$ cat src/rtl/regfile_sb_pkg.sv
// Shared widths and types for the register file with write-reservation scoreboard.
package regfile_sb_pkg;

  localparam int WORD  = 32;
  localparam int W_RD  = 4;
  localparam int W_CNT = 2;
  localparam int NREG  = 2 ** W_RD;

  typedef logic [WORD-1:0]  word_t;
  typedef logic [W_RD-1:0]  name_t;
  typedef logic [W_CNT-1:0] cnt_t;

  localparam cnt_t CNT_MAX = '1;

endpackage

$ cat src/rtl/regfile_sb_ctr.sv
// Saturating pending-write counter for one register: full blocks inc, zero blocks dec.
module rf_pending_ctr
  import regfile_sb_pkg::*;
(
  input  logic clk,
  input  logic clear,
  input  logic inc,
  input  logic dec,
  output cnt_t cnt,
  output logic nonzero,
  output logic full
);

  logic do_inc;
  logic do_dec;

  assign full    = (cnt == CNT_MAX);
  assign nonzero = (cnt != '0);
  assign do_inc  = inc && !full;
  assign do_dec  = dec && nonzero;

  // NOTE: sequential state uses non-blocking assignments so every register samples pre-edge values.
  always_ff @(posedge clk) begin
    if (clear) begin
      cnt <= '0;
    end else if (do_inc && !do_dec) begin
      cnt <= cnt + cnt_t'(1);
    end else if (do_dec && !do_inc) begin
      cnt <= cnt - cnt_t'(1);
    end
  end

endmodule

$ cat src/rtl/regfile_sb.sv
// Register file with per-register pending-write counters, WB bypass on reads and a sticky
// error flag for writebacks that arrive with nothing pending.
module regfile_sb
  import regfile_sb_pkg::*;
(
  input  logic  clk,
  input  logic  rst,
  input  name_t rd_name_i,
  input  name_t rs_name_i,
  output word_t rd_data_o,
  output word_t rs_data_o,
  output logic  rd_reserved_o,
  output logic  rs_reserved_o,
  input  logic  rd_reserve_i,
  output logic  reserve_full_o,
  input  logic  wb_v_i,
  input  name_t wb_name_i,
  input  word_t wb_data_i,
  output logic  wb_err_o
);

  word_t mem     [NREG];
  cnt_t  cnt     [NREG];
  logic  nonzero [NREG];
  logic  full    [NREG];
  logic  hit_rd;
  logic  hit_rs;

  for (genvar r = 0; r < NREG; r++) begin : g_ctr
    rf_pending_ctr u_ctr (
      .clk     (clk),
      .clear   (!rst),
      .inc     (rd_reserve_i && !reserve_full_o && (rd_name_i == name_t'(r))),
      .dec     (wb_v_i && (wb_name_i == name_t'(r))),
      .cnt     (cnt[r]),
      .nonzero (nonzero[r]),
      .full    (full[r])
    );
  end

  // Raw count only, so the refuse decision never depends on the WB port.
  assign reserve_full_o = full[rd_name_i];

  assign hit_rd = wb_v_i && (wb_name_i == rd_name_i);
  assign hit_rs = wb_v_i && (wb_name_i == rs_name_i);

  assign rd_data_o = hit_rd ? wb_data_i : mem[rd_name_i];
  assign rs_data_o = hit_rs ? wb_data_i : mem[rs_name_i];

  // Count minus this cycle's retiring write, floored at zero, is nonzero exactly when cnt > hit.
  assign rd_reserved_o = (cnt[rd_name_i] > cnt_t'(hit_rd));
  assign rs_reserved_o = (cnt[rs_name_i] > cnt_t'(hit_rs));

  // NOTE: the data array is reset word by word because reads must return 0 after reset.
  always_ff @(posedge clk) begin
    if (!rst) begin
      for (int i = 0; i < NREG; i++) mem[i] <= '0;
    end else if (wb_v_i) begin
      mem[wb_name_i] <= wb_data_i;
    end
  end

  always_ff @(posedge clk) begin
    if (!rst) begin
      wb_err_o <= 1'b0;
    end else if (wb_v_i && !nonzero[wb_name_i]) begin
      wb_err_o <= 1'b1;
    end
  end

endmodule

$ cat config.mk
export PLATFORM = sky130hd
export DESIGN_NAME = regfile_sb
export DESIGN_NICKNAME = d
export VERILOG_FILES = /design/src/rtl/regfile_sb_pkg.sv /design/src/rtl/regfile_sb_ctr.sv /design/src/rtl/regfile_sb.sv
export SDC_FILE = /design/constraint.sdc
export NUM_CORES = 1
export LEC_CHECK = 0
export ABC_CLOCK_PERIOD_IN_PS = 8530
export BUFFER_PORTS_ARGS = -buffer_cell sky130_fd_sc_hd__clkbuf_2
export CORE_MARGIN = 3
export CORE_UTILIZATION = 48
export CTS_CLUSTER_DIAMETER = 80
export DETAILED_ROUTE_END_ITERATION = 7
export MAX_ROUTING_LAYER = met4
export PLACE_DENSITY = 0.69
export RECOVER_POWER = 100
export SLEW_MARGIN = 30
export SYNTH_ARGS = -nofsm -noshare
export SYNTH_HDL_FRONTEND = slang
export SYNTH_SLANG_ARGS = --single-unit
$ cat constraint.sdc
create_clock -name clk -period 8.53 [get_ports clk]
set_input_delay 0.4265 -clock clk [delete_from_list [all_inputs] [get_ports clk]]
set_output_delay 0.4265 -clock clk [all_outputs]
set_load 0.01 [all_outputs]
After elaboration in Yosys (flattened, before gate mapping)
Memories as Yosys holds them, arrays and structs flattened.
Cells that the tools add are included.
{ "op_classes": {"mux": 53, "reduce_logical": 185, "addsub": 32, "magnitude_cmp": 5, "bitwise_logic": 3, "eq_ne": 48} }
{ "op_table": {"columns": ["operator", "n"], "rows": [
  ["$logic_and A1 B1 Y1", 100],
  ["$mux W32", 3],
  ["$mux W2", 36],
  ["$eq A4 B4 Y1 const B", 16],
  ["$reduce_bool A2 Y1", 32],
  ["$logic_not A1 Y1", 50],
  ["$add A2 B1 Y2 const B", 16],
  ["$eq A2 B2 Y1 const B", 16],
  ["$eq A4 B3 Y1 const B", 8],
  ["$reduce_or A32 Y1", 1],
  ["$sub A2 B1 Y2 const B", 16],
  ["$bmux W2 S4", 2],
  ["$eq A4 B2 Y1 const B", 4],
  ["$ge A5 B5 Y1 const B", 3],
  ["$not A4 Y5", 3],
  ["$mux W1", 9],
  ["$bmux W1 S4", 2],
  ["$eq A4 B1 Y1 const B", 2],
  ["$eq A4 B4 Y1", 2],
  ["$logic_not A4 Y1", 2],
  ["$gt A2 B1 Y1", 2],
  ["$mux W4", 1]
]} }
{ "word_totals": {"mem_count": 1, "ff_bits": 33, "wordCells": 344, "output_inout_bits": 68, "input_bits": 48, "mem_bits_rw": 512} }
{ "mem_list": {"columns": ["memory", "depth", "width", "read_ports", "rd_ports_with_merged_regs", "write_ports", "line_no", "text"], "rows": [
  ["mem", 16, 32, 2, 0, 16, "regfile_sb.sv:22", "word_t mem [NREG];"]
]} }

Depth between registers and ports, before layout
{ "logic_depth": {"word_depth": 12, "depth_mapped": 11, "depth_no_buf": 8} }

Cells and area by module
Synthesis repeated with hierarchy kept, for this count alone.
{ "hier_totals": {"hier_cells": 2092, "area_unflattened_um2": 30264.0} }
{ "modules_own_cells": {"columns": ["mod", "area_each_um2", "instances", "seq_area_each_um2", "cells_per_inst"], "rows": [
  ["regfile_sb", 28442.3, 1, 15394.8, 1884],
  ["rf_pending_ctr", 113.9, 16, 40.0, 13]
]} }

Least setup slack after synthesis
Ideal clock, no wire load.
{ "synth_path": {"path_type": "input-to-reg", "from": "input wb_name_i[2]", "to": "memory mem[6][0] in the netlist's numbering (enable)", "n_path_buf": 2, "t_arrival_ps": 3482, "required_time_ps": 8064, "setup_time_ps": 466, "setup_slack_ps": 4583, "stages": 5, "path_cell_list": "buf_2 inv_2 or3_1 clkbuf_1 o21ai_0"} }
{ "synth_lines": {"columns": ["item", "line_no", "text"], "rows": [
  ["start: declaration", "regfile_sb.sv:17", "input name_t wb_name_i,"],
  ["end: declaration", "regfile_sb.sv:22", null]
]} }

==> results.txt <==
Hold-fix buffers at CTS -> 0
Final worst path period need -> 6010 ps
Mapped Area -> 0.0303 sq mm
Initial Utilization -> 48.8%
Largest net degree at the start of global routing -> 106
Async set-reset flop share out of synthesis -> 0%
Max stage delay on crit path -> 1960 ps
Port Buffers -> 115
Worst Tran Pin Value -> 3300 ps
Ys flop type -> edfxtp_1
Max_cap viols -> 29
CP required -> 9010 ps
Vias per inst -> 6.55
Fin. Hold Viols -> 0
Seq cells post-synth -> 545
Kind of critical path -> in2reg
WL per Instance -> 30.6 um
Number of synthesized flops with an enable pin -> 512
Total Power -> 6400 uW
Initial antenna violation count -> 1
Reg clk slew, reported paths -> 60 ps
Peak supply drop -> 0.000137 V
Syn nets -> 2159
Post-CTS resize count -> 0
Mean Syn Cell Area -> 14.5 sq um
Crit Path Max Fanout -> 51
RSZ-0062 raised after global routing -> no
CP endpoint kind -> flop
Clock Path Buffers -> 3
GR Overflow Total -> 0
Type of origin of the critical path -> primary input
Failing checks -> capacitance limit, slew limit
Die height -> 257 um
Seq/Total Area, Yosys -> 52.9%
Warnings from Yosys -> 0
Relative slew slack -> -120%
Status -> finished with violations
GP Congestion -> 0.831
Critical-path top delay cell -> clkbuf_1
Die Area -> 0.0662 sq mm
CTS Sinks -> 545
Final wirelength -> 91400 um
Die W -> 257 um
N_diodes -> 0
Synth-to-layout area growth -> 9.70%
Num CTS Buffers -> 58
Worst-skew pair later-pin latency -> 620 ps
Worst min path class -> in2reg
Maximum clock rate -> 0.166 GHz
DRC Markers -> 0
# setup viols final -> 0
CTS root buf -> clkbuf_16
Nets -> 2175
Pwr dens -> 192 mW/mm^2
Initial DRT Pass Iterations -> 5
Post-synth cell types -> 47
Period utilization -> 70.4%
Via Count -> 19591
IO Count -> 116
CTS tree -> done
GRT Util Overall -> 28.5%
Core Util, Final -> 53.6%
Number of global-route vias before repair -> 20111
Initial DRC count -> 2518
Highest-count cells in the layout ignoring fill and taps -> edfxtp_1 (512), and2_0 (302), mux4_2 (278)
Critical path arrival -> 6490 ps
Setup TNS -> 0 ps
Leak -> 0.0110 uW
Fraction of final layout cells with drive strength greater than 1 -> 24.4%
Post-CTS Repair Setup Buffers -> 0
First-pass GRT wire length -> 134000 um
Cell mode on critical path -> clkbuf_1
Row cnt -> 91
Commonest non-fill, non-tap cell in the layout -> edfxtp_1
H-tree Lvls -> 2
Antenna Nets Post-Route -> 0
Clk_skew -> 4.70 ps
CP Cell Sequence -> clkbuf_2 > clkbuf_1 > nand2_1 > or2_0 > nor2_1 > clkbuf_1 > and2_0
Post-DP HPWL -> 50900 um
Slew Viols, Final -> 613
Syn Inst Count -> 2093
Core Footprint -> 0.0621 sq mm
==> stage by stage <==
| step | cells | hold WS, ps | setup WS, ps | instance area, sq um |
|---|---|---|---|---|
| 4_1_cts | 2990 | 277 | 4560 | 33600 |
| 3_5_place_dp | 2884 | 444 | 4550 | 31800 |
| 6_report | 2992 | 313 | 2520 | 33200 |
| 3_3_place_gp | 2883 | 449 | 4520 | 31800 |
| 5_1_grt | 2992 | 325 | 2270 | 33200 |
| 2_1_floorplan | 2093 | 480 | 4580 | 30300 |
==> cells in the mapped netlist, types with 2 or more instances <==
| cell | number | area [sq um] |
|---|---|---|
| a211oi_1 | 6 | 45.0 |
| a21boi_0 | 16 | 120 |
| a22oi_1 | 128 | 961 |
| a31oi_1 | 3 | 18.8 |
| and2_1 | 532 | 3330 |
| and3_1 | 2 | 12.5 |
| and4_1 | 3 | 26.3 |
| buf_1 | 11 | 41.3 |
| buf_2 | 42 | 210 |
| buf_4 | 5 | 37.5 |
| buf_6 | 8 | 90.1 |
| clkbuf_1 | 145 | 544 |
| dfxtp_1 | 33 | 661 |
| edfxtp_1 | 512 | 15400 |
| ha_1 | 18 | 225 |
| inv_1 | 3 | 11.3 |
| mux2_2 | 64 | 721 |
| mux4_2 | 278 | 6260 |
| nand2_1 | 89 | 334 |
| nand2b_1 | 4 | 25.0 |
| nand3_1 | 3 | 15.0 |
| nand3b_1 | 2 | 15.0 |
| nor2_1 | 34 | 128 |
| nor2b_1 | 6 | 37.5 |
| nor3b_1 | 12 | 90.1 |
| nor4_4 | 2 | 42.5 |
| o2111ai_1 | 3 | 26.3 |
| o211ai_1 | 14 | 105 |
| o21ai_0 | 36 | 180 |
| o21bai_1 | 2 | 15.0 |
| o311ai_0 | 2 | 17.5 |
| or2_2 | 4 | 25.0 |
| or3_1 | 18 | 113 |
| or3b_1 | 2 | 17.5 |
| xnor2_1 | 18 | 158 |
| xor2_1 | 22 | 193 |
==> sequential cells by signal, summed over array words and instances (netlist names) <==
| register | count |
|---|---|
| wb_err_o | 1 |
| g_ctr.u_ctr.cnt | 32 |
| mem | 512 |
==> area by class of cell <==
type / count / area, sq um
multi-input cells: 1333 / 13500
clock buffers: 73 / 1530
clock inverters: 33 / 256
repair buffers: 167 / 856
flip-flops and latches: 545 / 16000
inverters: 4 / 15.0
well taps: 837 / 1050
fillers: 5138 / 28800
==> logic make-up after synthesis <==
| kind of cell | synth area share (%) |
|---|---|
| xor gates and xnor gates | 1.16 |
| buffers and inverters | 3.10 |
| AOI/OAI and AO/OA | 5.11 |
| and+or+nand+nor | 13.9 |
| muxes | 23.0 |
| DFF | 52.9 |
| adders and majority gates | 0.743 |
==> power by group <==
group	switching (uW)	internal, uW	total, uW
clock network	1050	1380	2430
logic	462	349	810
registers	77.0	3080	3150
total	1590	4800	6400
==> metal layers <==
layer  global-route usage [%]  part of all wire (%)
met5                        -                     0
met2                     44.3                    48
met4                     9.86                   3.6
met1                     37.8                    37
met3                     5.89                    12
==> worst paths after layout <==
| check | from | slack (ps) | endpoint | cells after the start |
|---|---|---|---|---|
| max | rst | 2520 | mem[9][20]$_SDFFCE_PN0P_ | 7 |
| min | wb_data_i[22] | 310 | mem[14][22]$_SDFFCE_PN0P_ | 2 |
| max reg2reg | g_ctr[3].u_ctr.cnt[0]$_SDFFE_PN0P_ | 6230 | g_ctr[0].u_ctr.cnt[1]$_SDFFE_PN0P_ | 7 |
| min reg2reg | wb_err_o$_SDFFE_PN0P_ | 470 | wb_err_o$_SDFFE_PN0P_ | 2 |
==> worst max-delay path: cells and delay by family <==
family / cells / cell delay, ps
buffers and inverters: 3 / 3080
AND/OR/NAND/NOR: 4 / 2940
(Power assumes the default switching activity.)
